**src/rtl/pixel_loader.sv**
```systemverilog
// Purpose : parses a UART byte stream (Header, 24-bit start address, 16-bit
//           length, payload) and writes each payload bit to a 1-bit VRAM.
// Latency : first WR the cycle after the INT that delivers a payload byte.
//           Once running, the writes go out one bit per cycle.
// Backpr. : none upstream. There is one hold byte of slack. A byte that
//           arrives while the shifter and the hold byte are both full aborts
//           the frame with ERR.
// Ports   : CLK/RST_ clock and sync active-low reset. DIN/INT carry the UART
//           byte and its strobe. ADDR/WR/DOUT form the VRAM write port.
//           BUSY shows a frame in progress. DONE/ERR are completion and abort
//           pulses.
module pixel_loader #(
    parameter int         Ncells = 307200,
    parameter logic [7:0] Header = 8'hA5,
    localparam int        AW     = $clog2(Ncells)
) (
    input  logic          CLK,
    input  logic          RST_,
    input  logic [7:0]    DIN,
    input  logic          INT,
    output logic [AW-1:0] ADDR,
    output logic          WR,
    output logic          DOUT,
    output logic          BUSY,
    output logic          DONE,
    output logic          ERR
);

    typedef enum logic [2:0] {IDLE, ADR2, ADR1, ADR0, LEN1, LEN0, DATA} state_t;

    localparam logic [AW-1:0] LAST_ADDR = AW'(Ncells - 1);
    localparam logic [31:0]   NCELLS_W  = 32'(Ncells);

    state_t        state;
    logic [23:0]   start_adr;
    logic [7:0]    len_hi;
    logic [15:0]   bytes_left;   // payload bytes not yet accepted
    logic [7:0]    sh_dat;       // bits still to emit, MSB first
    logic [2:0]    bit_cnt;      // bits remaining after the one on DOUT
    logic [7:0]    hold_dat;
    logic          hold_vld;

    logic          sh_free;
    logic          more;
    logic [AW-1:0] addr_nxt;

    // The shifter can take a new byte when it is idle, or when DOUT shows
    // its last bit. That second case keeps back-to-back bytes gap-free.
    assign sh_free  = !WR || (bit_cnt == 3'd0);
    assign more     = INT && (bytes_left != 16'd0);
    assign addr_nxt = (ADDR == LAST_ADDR) ? '0 : ADDR + AW'(1);

    always_ff @(posedge CLK) begin
        if (!RST_) begin
            state      <= IDLE;
            ADDR       <= '0;
            WR         <= 1'b0;
            DOUT       <= 1'b0;
            BUSY       <= 1'b0;
            DONE       <= 1'b0;
            ERR        <= 1'b0;
            start_adr  <= '0;
            len_hi     <= '0;
            bytes_left <= '0;
            sh_dat     <= '0;
            bit_cnt    <= '0;
            hold_dat   <= '0;
            hold_vld   <= 1'b0;
        end else begin
            DONE <= 1'b0;
            ERR  <= 1'b0;
            case (state)
                IDLE: if (INT && DIN == Header) begin
                    state <= ADR2;
                    BUSY  <= 1'b1;
                end
                ADR2: if (INT) begin
                    start_adr[23:16] <= DIN;
                    state            <= ADR1;
                end
                ADR1: if (INT) begin
                    start_adr[15:8] <= DIN;
                    state           <= ADR0;
                end
                ADR0: if (INT) begin
                    start_adr[7:0] <= DIN;
                    state          <= LEN1;
                end
                LEN1: if (INT) begin
                    len_hi <= DIN;
                    state  <= LEN0;
                end
                LEN0: if (INT) begin
                    // The range check uses the full 24-bit address, not the
                    // truncated one.
                    if ({8'h00, start_adr} >= NCELLS_W) begin
                        ERR   <= 1'b1;
                        BUSY  <= 1'b0;
                        state <= IDLE;
                    end else if ({len_hi, DIN} == 16'd0) begin
                        DONE  <= 1'b1;
                        BUSY  <= 1'b0;
                        state <= IDLE;
                    end else begin
                        ADDR       <= start_adr[AW-1:0];
                        bytes_left <= {len_hi, DIN};
                        bit_cnt    <= '0;
                        hold_vld   <= 1'b0;
                        state      <= DATA;
                    end
                end
                DATA: begin
                    if (WR)
                        ADDR <= addr_nxt;
                    if (INT && !sh_free && hold_vld) begin
                        // Overflow. Drop the byte and abandon the frame.
                        ERR      <= 1'b1;
                        BUSY     <= 1'b0;
                        WR       <= 1'b0;
                        DOUT     <= 1'b0;
                        hold_vld <= 1'b0;
                        bit_cnt  <= '0;
                        state    <= IDLE;
                    end else if (!sh_free) begin
                        DOUT    <= sh_dat[7];
                        sh_dat  <= {sh_dat[6:0], 1'b0};
                        bit_cnt <= bit_cnt - 3'd1;
                        if (more) begin
                            hold_dat   <= DIN;
                            hold_vld   <= 1'b1;
                            bytes_left <= bytes_left - 16'd1;
                        end
                    end else if (hold_vld) begin
                        WR      <= 1'b1;
                        DOUT    <= hold_dat[7];
                        sh_dat  <= {hold_dat[6:0], 1'b0};
                        bit_cnt <= 3'd7;
                        // The hold register drains and refills on the same
                        // edge when a new byte coincides with the handoff.
                        if (more) begin
                            hold_dat   <= DIN;
                            bytes_left <= bytes_left - 16'd1;
                        end else begin
                            hold_vld <= 1'b0;
                        end
                    end else if (more) begin
                        WR         <= 1'b1;
                        DOUT       <= DIN[7];
                        sh_dat     <= {DIN[6:0], 1'b0};
                        bit_cnt    <= 3'd7;
                        bytes_left <= bytes_left - 16'd1;
                    end else begin
                        WR   <= 1'b0;
                        DOUT <= 1'b0;
                        if (bytes_left == 16'd0) begin
                            DONE  <= 1'b1;
                            BUSY  <= 1'b0;
                            state <= IDLE;
                        end
                    end
                end
                default: state <= IDLE;
            endcase
        end
    end

endmodule

```
**config.mk**
```make
export PLATFORM = sky130hd
export DESIGN_NAME = pixel_loader
export DESIGN_NICKNAME = d
export VERILOG_FILES = /design/src/rtl/pixel_loader.sv
export SDC_FILE = /design/constraint.sdc
export NUM_CORES = 1
export LEC_CHECK = 0
export BUFFER_PORTS_ARGS = -buffer_cell sky130_fd_sc_hd__buf_2
export CORE_MARGIN = 4
export CORE_UTILIZATION = 35
export CTS_BUF_LIST = sky130_fd_sc_hd__clkbuf_8
export DETAILED_ROUTE_END_ITERATION = 6
export GPL_TIMING_DRIVEN = 0
export SYNTH_ARGS = -nofsm -noshare
export SYNTH_HDL_FRONTEND = slang
export SYNTH_SLANG_ARGS = --single-unit
```
**constraint.sdc**
```tcl
create_clock -name CLK -period 3.1 [get_ports CLK]
set_input_delay 0.31 -clock CLK [delete_from_list [all_inputs] [get_ports CLK]]
set_output_delay 0.31 -clock CLK [all_outputs]
set_load 0.03 [all_outputs]
```
-- After elaboration in Yosys (flattened, before gate mapping)
Cells that the tools add are included.
- equal/unequal tests: 28
- multiplexer cells: 79
- reductions and logical operators: 28
- $lt $le $gt $ge: 1
- add/subtract/negate cells: 3
- bitwise gates (word level): 1
- operators by type and width (cell ; count):
    two-way mux 19 bit ; 5
    two-way mux 16 bit ; 5
    two-way mux 3 bit ; 20
    two-way mux 8 bit ; 6
    one-hot mux 19 bit (2 select lines) ; 1
    two-way mux 1 bit ; 35
    logical NOT 16 bit ; 2
    one-hot mux 16 bit (2 select lines) ; 1
    >= comparator 24 x 19 -> 1 bit (second input constant) ; 1
    != test 2 bit (second input constant) ; 12
    one-hot mux 3 bit (7 select lines) ; 1
    adder 19 x 1 -> 19 bit (second input constant) ; 1
    == test 19 bit (second input constant) ; 1
    nonzero test 16 bit ; 1
    subtractor 16 x 1 -> 16 bit (second input constant) ; 1
    != test 3 bit (second input constant) ; 5
    AND reduction 5 bit ; 3
    AND reduction 10 bit ; 1
    AND reduction 2 bit ; 5
    == test 3 bit (second input constant) ; 3
    == test 8 bit (second input constant) ; 1
    AND reduction 8 bit ; 1
    == test 3 x 2 -> 1 bit (second input constant) ; 2
    logical NOT 3 bit ; 2
    other kinds (16) ; 24
- word-level logic and storage cells: 156
- bits of input ports: 11
- output and inout port bits: 24
- register bits after elaboration: 95

-- Depth between registers and ports, before layout
Gate-level depths: netlist of the first run.
- depth after elaboration: 7
- mapped depth: 10
- depth with buffers taken out: 8

-- Worst setup path after synthesis of the first run
No wires, ideal clock.
- kind: register to register
- start point: register ADDR[0]
- end point: register ADDR[16]
- library setup time: 0.131 ns
- stages on the path, launching flop included: 7
- data arrival time: 2.082 ns
- path slack: 0.887 ns
- period minus slack after synthesis: 2.213 ns
- data required time: 2.969 ns
- path through: dfxtp_1 ha_1 nand3_1 or4_1 or2_0 a211oi_1 o32ai_1
- word-level cells in the longest chain between the ends: 4
- RTL lines (what ; RTL line ; RTL):
    start: declaration ; 21 ; output logic [AW-1:0] ADDR,
    start signal: assignment ; 105 ; ADDR <= start_adr[AW-1:0];
    start signal: assignment ; 114 ; ADDR <= addr_nxt;
    adder 19 x 1 -> 19 bit or == test 19 bit (tied branches) ; 51 ; assign addr_nxt = (ADDR == LAST_ADDR) ? '0 : ADDR + AW'(1);
    two-way mux 19 bit * ; 51 ;
    two-way mux 19 bit * ; 113 ; if (WR)
    one-hot mux 19 bit (2 select lines) * ; 72 ; case (state)
Every way passes the cells marked *; elsewhere a longest branch is shown, timed or not. The select of a mux whose other input is x is not followed.
A chain may end at the register's enable or synchronous reset.

-- Final worst setup path of the first run
- start point: register bytes_left[0]
- end point: register bytes_left[9]
- word-level cells in the longest chain between the ends: 4
- RTL lines (what ; RTL line ; RTL):
    start: declaration ; 37 ; logic [15:0] bytes_left;
    start signal: assignment ; 106 ; bytes_left <= {len_hi, DIN};
    start signal: assignment ; 131 ; bytes_left <= bytes_left - 16'd1;
    start signal: assignment ; 142 ; bytes_left <= bytes_left - 16'd1;
    subtractor 16 x 1 -> 16 bit or nonzero test 16 bit (tied branches) ; n/a ;
    two-way mux 16 bit or logical AND 1 bit (tied branches) ; n/a ;
    two-way mux 16 bit or != test 2 bit (tied branches) ; n/a ;
    one-hot mux 16 bit (2 select lines) or AND reduction 6 bit (tied branches) ; n/a ;
Several ways; a longest one is shown, not always the timed one. The select of a mux whose other input is x is not followed.

==> reports/metrics.cfg, run 1 <==
[setup_path]
crit_type = flip-flop to flip-flop
max_stage_delay_ns = 0.59
startpoint_type = flip-flop
cp_slowest_cell = a22oi_2
crit_fanout = 10
cp-end-kind = flip-flop
rr_worst_depth = 8
regToRegSetupSlack_ns = 0.44
crit_family = compound AO/OA/AOI/OAI gates
cp-startpoint = bytes_left[0]
timing.rr.end = bytes_left[9]
path_buf_inv = 2
r2r-start = bytes_left[0]
arrival_ns = 2.97
cp.required_ns = 3.41
crit_path_end = bytes_left[9]
worstPathCellList = inv_1 -> ha_1 -> nor4b_1 -> a41oi_2 -> a22oi_2 -> buf_6 -> o31ai_1 -> a21oi_1
crit_cells = 8

[pwr]
fin_total_pwr_mw = 2.26
ir_drop_uv = 266
p_leak_nw = 1.85
power_density_mw_per_mm2 = 393

[clock_tree]
htree_levels = 3
clockBufferDepth = 2
clk_pin_slew_worst_paths_ns = 0.10
post-cts-setup-buffers = 0
cts_root_buf = clkbuf_8
cts_sinks = 94
ctsResizeCount = 0
insertion_delay_ns = 0.39
cts_tree = done
hold_buffers = 0
cts_made_buffers = 9

[die]
core-area_mm2 = 0.0146
dieHeight_um = 130
start_util_pct = 35.9
row_count = 44
fp.dieW_um = 130
die_area_mm2 = 0.0170
io_pins = 35

[sta]
finalWorstSetupSlack_ns = 0.436
final.min_clock_period_ns = 2.66
rsz0062_at_grt = false
fin_skew_ns = 0.0134
fin_tns_setup_ns = 0
final_hold_viol_count = 0
finalCritPeriodShare_pct = 85.9
tightestPinTransition_ns = 1.00
setup_violations = 0
holdWs_ns = 0.404
relSlewSlack_pct = 33.2
fmax_ghz = 0.375
slew_violations = 0

[grt]
antenna_found_initial = 0
grt_use_met1_pct = 27.8
grt_pass1_wl_mm = 27.4
top_usage_layer = met2
overflow = 0
gr-usage-met2_pct = 32.9
grtUsageTotal_pct = 20.9
grt_max_degree = 16
grt_pass1_vias = 5067
met3_usage_pct = 5.16

[route]
vias_per_cell = 6.13
detail_route.wl_per_cell_um = 19.9
drtAntennaViolNets = 0
drt_iter0_drc = 582
wirelength_mm = 17.4
via_count = 5371
drc = 0
drt_pass1_iterations = 5

[finish]
diodes = 0
final_common_cell = nand2_1
drive_above_1_share_pct = 10.4
final_area_mm2 = 0.00576
area_growth_pct = 9.99
final_cell_mix = nand2_1 (106), dfxtp_1 (94), a21oi_1 (59), nor2_1 (52), mux2i_1 (42)
nets = 703

[synth]
synth_edf_count = 0
syn_nets = 668
synth-seq-cells = 94
ys_async_sr_fraction_pct = 0
synth_top_flop_cell = dfxtp_1
avgSynthCellArea_um2 = 8.01
syn_inst = 653
ys_types = 84
synth_area_mm2 = 0.00523
ys_seq_area_share_pct = 36.0
yosysWarnings = 0

[min_path]
hold_path_class = input port to flip-flop
min_from = INT

[placed_design]
dpl-instance-area_mm2 = 0.00558
globalplace.congestion = 0.950
port_buffers = 24
pre_cts_slack_ns = 0.508
dp_hpwl_mm = 12.5

[run]
max_cap_viol_count = 0

[outcome]
status = complete, no violations

-- worst min path at each step --
stage | end | cells past startpoint | slack, ns
4_1_cts | ERR | 3 | 0.38
2_1_floorplan | start_adr[21] | 2 | 0.43
5_1_grt | ERR | 3 | 0.39
3_3_place_gp | start_adr[21] | 2 | 0.44
3_5_place_dp | start_adr[3] | 2 | 0.45
6_report | ERR | 3 | 0.40
-- power by group --
group	internal (mW)	total [mW]	switching, mW
logic	0.0758	0.254	0.178
registers	1.22	1.24	0.0204
clock network	0.312	0.765	0.452
total	1.61	2.26	0.651
-- metal layers --
| layer | wire length [µm] | vias to the layer above | share of wire, % |
|---|---|---|---|
| met5 | 0 | - | 0 |
| met4 | 373 | 0 | 2.1 |
| met1 | 7570 | 2603 | 43 |
| li1 | - | 2475 | - |
| met3 | 1440 | 37 | 8.3 |
| met2 | 8020 | 256 | 46 |
-- per-stage QoR --
step                utilization [%]  std cells
floorplan                         -        653
global placement               38.3        861
detailed placement             38.3        861
CTS                            39.5        876
global route                   39.5        876
finish                         39.5        876
-- synthesized netlist by cell type, drive strengths merged, types with 6 or more instances --
| cell | n | share of area [%] |
|---|---|---|
| a211oi | 11 | 1.7 |
| a21oi | 59 | 5.6 |
| a311oi | 6 | 1.0 |
| buf | 20 | 1.9 |
| clkbuf | 34 | 2.5 |
| dfxtp | 94 | 36 |
| inv | 13 | 0.93 |
| mux2i | 42 | 8.0 |
| nand2 | 107 | 7.7 |
| nand3 | 26 | 2.5 |
| nand4 | 11 | 1.6 |
| nor2 | 54 | 4.0 |
| nor3 | 15 | 1.6 |
| nor4 | 15 | 2.8 |
| o21ai | 18 | 1.7 |
| o31ai | 20 | 2.9 |
| o32ai | 6 | 1.1 |
-- cells by family after synthesis --
group           Yosys count  share of synthesized area [%]
compound gates          173                           22.9
simple gates            264                           25.5
flops                    94                           36.0
xor+xnor                  7                           1.17
fa+ha+maj                 5                           1.15
buf+inv                  68                           5.35
mux                      42                           8.03
-- flip-flops by register name (all words and copies together), names as in the netlist, 3 cells and up --
name / count
ADDR: 19
bit_cnt: 3
bytes_left: 16
hold_dat: 8
len_hi: 8
sh_dat: 7
start_adr: 24
state: 3
-- final cells by class --
cell class,count,area (µm²)
Fill cell,1548,8830
Multi-Input combinational cell,491,3070
Sequential cell,94,1880
Tap cell,184,230
Buffer,54,228
Clock buffer,10,138
Timing Repair Buffer,24,120
Inverter,14,52.6
Clock inverter,5,35.0
-- worst reg2reg max path, stage by stage, from the launching register on --
cell and delay, ns:
dfxtp_1 0.34, inv_1 0.09, ha_1 0.23, nor4b_1 0.48, a41oi_2 0.39, a22oi_2 0.59, buf_6 0.23, o31ai_1 0.08
a21oi_1 0.16
No activity file was read; power rests on OpenSTA's default activity.
==> inputs of run 2 (changes only) <==
- CELL_PAD_IN_SITES_DETAIL_PLACEMENT: not set -> 2
- CELL_PAD_IN_SITES_GLOBAL_PLACEMENT: not set -> 2
- PLACE_DENSITY_LB_ADDON: not set -> 0.1
==> reports/metrics.cfg, run 2 (same netlist as run 1, synthesis figures left out) <==
[outcome]
status = complete, no violations

[route]
drtAntennaViolNets = 0  ; unchanged
drc = 0  ; unchanged
drt_iter0_drc = 295  ; -49%
wirelength_mm = 21.4  ; +23%
drt_pass1_iterations = 6  ; +1
via_count = 5364  ; -0.13%
vias_per_cell = 6.12  ; -0.24%
detail_route.wl_per_cell_um = 24.4  ; +23%

[pwr]
ir_drop_uv = 258  ; -3.0%
fin_total_pwr_mw = 2.40  ; +6.1%
power_density_mw_per_mm2 = 415  ; +5.6%
p_leak_nw = 1.86  ; +0.33%

[clock_tree]
htree_levels = 3  ; unchanged
cts_tree = done
cts_root_buf = clkbuf_8
cts_made_buffers = 9  ; unchanged
hold_buffers = 0  ; unchanged
cts_sinks = 94  ; unchanged
insertion_delay_ns = 0.39  ; about the same
post-cts-setup-buffers = 0  ; unchanged
clk_pin_slew_worst_paths_ns = 0.10  ; about the same
clockBufferDepth = 2  ; unchanged
ctsResizeCount = 0  ; unchanged

[placed_design]
pre_cts_slack_ns = 0.424  ; -0.0848 ns
dp_hpwl_mm = 15.4  ; +24%
dpl-instance-area_mm2 = 0.00559  ; about the same
port_buffers = 24  ; unchanged
globalplace.congestion = 0.870  ; -8.4%

[setup_path]
regToRegSetupSlack_ns = 0.34  ; -0.10 ns
startpoint_type = flip-flop
crit_path_end = bytes_left[11]
cp.required_ns = 3.41  ; about the same
crit_type = flip-flop to flip-flop
cp-end-kind = flip-flop
path_buf_inv = 1  ; -1
worstPathCellList = nand2b_1 -> nor2_1 -> a21boi_1 -> clkbuf_1 -> o311ai_0 -> o31ai_1
rr_worst_depth = 6  ; -2
arrival_ns = 3.07  ; +0.10 ns
max_stage_delay_ns = 0.82  ; +0.23 ns
r2r-start = state[0]
crit_fanout = 10  ; unchanged
crit_cells = 6  ; -2
cp-startpoint = state[0]
timing.rr.end = bytes_left[11]
cp_slowest_cell = a21boi_1
crit_family = compound AO/OA/AOI/OAI gates

[run]
max_cap_viol_count = 0  ; unchanged

[sta]
relSlewSlack_pct = 20.2  ; -13 points
setup_violations = 0  ; unchanged
fmax_ghz = 0.362  ; -3.5%
rsz0062_at_grt = false
fin_skew_ns = 0.00897  ; -0.00446 ns
fin_tns_setup_ns = 0  ; unchanged
tightestPinTransition_ns = 1.19  ; +0.188 ns
final_hold_viol_count = 0  ; unchanged
finalWorstSetupSlack_ns = 0.338  ; -0.0976 ns
slew_violations = 0  ; unchanged
final.min_clock_period_ns = 2.76  ; +0.0976 ns
finalCritPeriodShare_pct = 89.1  ; +3.1 points

[grt]
grt_pass1_vias = 5828  ; +15%
grt_pass1_wl_mm = 33.4  ; +22%
overflow = 0  ; unchanged
antenna_found_initial = 0  ; unchanged
grt_max_degree = 16  ; unchanged
grtUsageTotal_pct = 26.0  ; +5.0 points

[finish]
nets = 704  ; +0.14%
largest_reg_flops = 24  ; unchanged
final_common_cell = nand2_1
fill_cells = 1702  ; +9.9%
final_cell_mix = nand2_1 (106), dfxtp_1 (94), a21oi_1 (59), nor2_1 (52), mux2i_1 (42)
drive_above_1_share_pct = 10.7  ; +0.27 points
area_growth_pct = 10.5
final_area_mm2 = 0.00579  ; +0.50%
diodes = 0  ; unchanged
largest-register = start_adr
reg.largest.list = start_adr x24, ADDR x19, bytes_left x16

[die]
die_area_mm2 = 0.0170  ; unchanged
core-area_mm2 = 0.0146  ; unchanged
dieHeight_um = 130  ; unchanged
io_pins = 35  ; unchanged
fp.dieW_um = 130  ; unchanged
start_util_pct = 35.9  ; unchanged
row_count = 44  ; unchanged

[min_path]
hold_path_class = input port to flip-flop

[run 2: where the power goes]
part | internal, mW | switching, mW
clock network | 0.393 | 0.495
registers | 1.22 | 0.0221
logic | 0.0760 | 0.193
total | 1.69 | 0.709
[run 2: worst min-delay path by stage]
| stage | start | endpoint | slack [ns] | cells after the start |
|---|---|---|---|---|
| global route | INT | ERR | 0.42 | 3 |
| floorplan | start_adr[21] | start_adr[21] | 0.43 | 2 |
| CTS | INT | ERR | 0.38 | 3 |
| finish | INT | ERR | 0.39 | 3 |
| global placement | start_adr[21] | start_adr[21] | 0.44 | 2 |
| detailed placement | start_adr[6] | start_adr[6] | 0.45 | 2 |
[run 2: final cells by class]
type,instances,area [µm²],area share [%]
Buffer,54,228,3.94
Clock buffer,10,138,2.38
Clock inverter,5,58.8,1.02
Inverter,14,52.6,0.908
Multi-Input combinational cell,491,3070,53.1
Sequential cell,94,1880,32.5
Tap cell,184,230,3.98
Timing Repair Buffer,25,125,2.16
[run 2: worst register-to-register path, stage by stage (launching register included)]
cell and delay (ns):
dfxtp_1 0.46, nand2b_1 0.19, nor2_1 0.23, a21boi_1 0.82, clkbuf_1 0.60, o311ai_0 0.26, o31ai_1 0.11
[run 2: through the flow]
stage / util [%] / std cells / hold slack (ns)
2_1_floorplan: - / 653 / 0.430
3_5_place_dp: 38.3 / 862 / 0.453
6_report: 39.7 / 877 / 0.388
3_3_place_gp: 38.3 / 861 / 0.438
4_1_cts: 39.7 / 877 / 0.384
5_1_grt: 39.7 / 877 / 0.423
[run 2: routing by layer]
| layer | part of all wire [%] | vias up | track usage (%) |
|---|---|---|---|
| li1 | - | 2461 | - |
| met1 | 45 | 2714 | 33.1 |
| met2 | 48 | 135 | 44.1 |
| met3 | 3.9 | 54 | 3.11 |
| met4 | 3.3 | 0 | 11.2 |
| met5 | 0 | - | 0 |
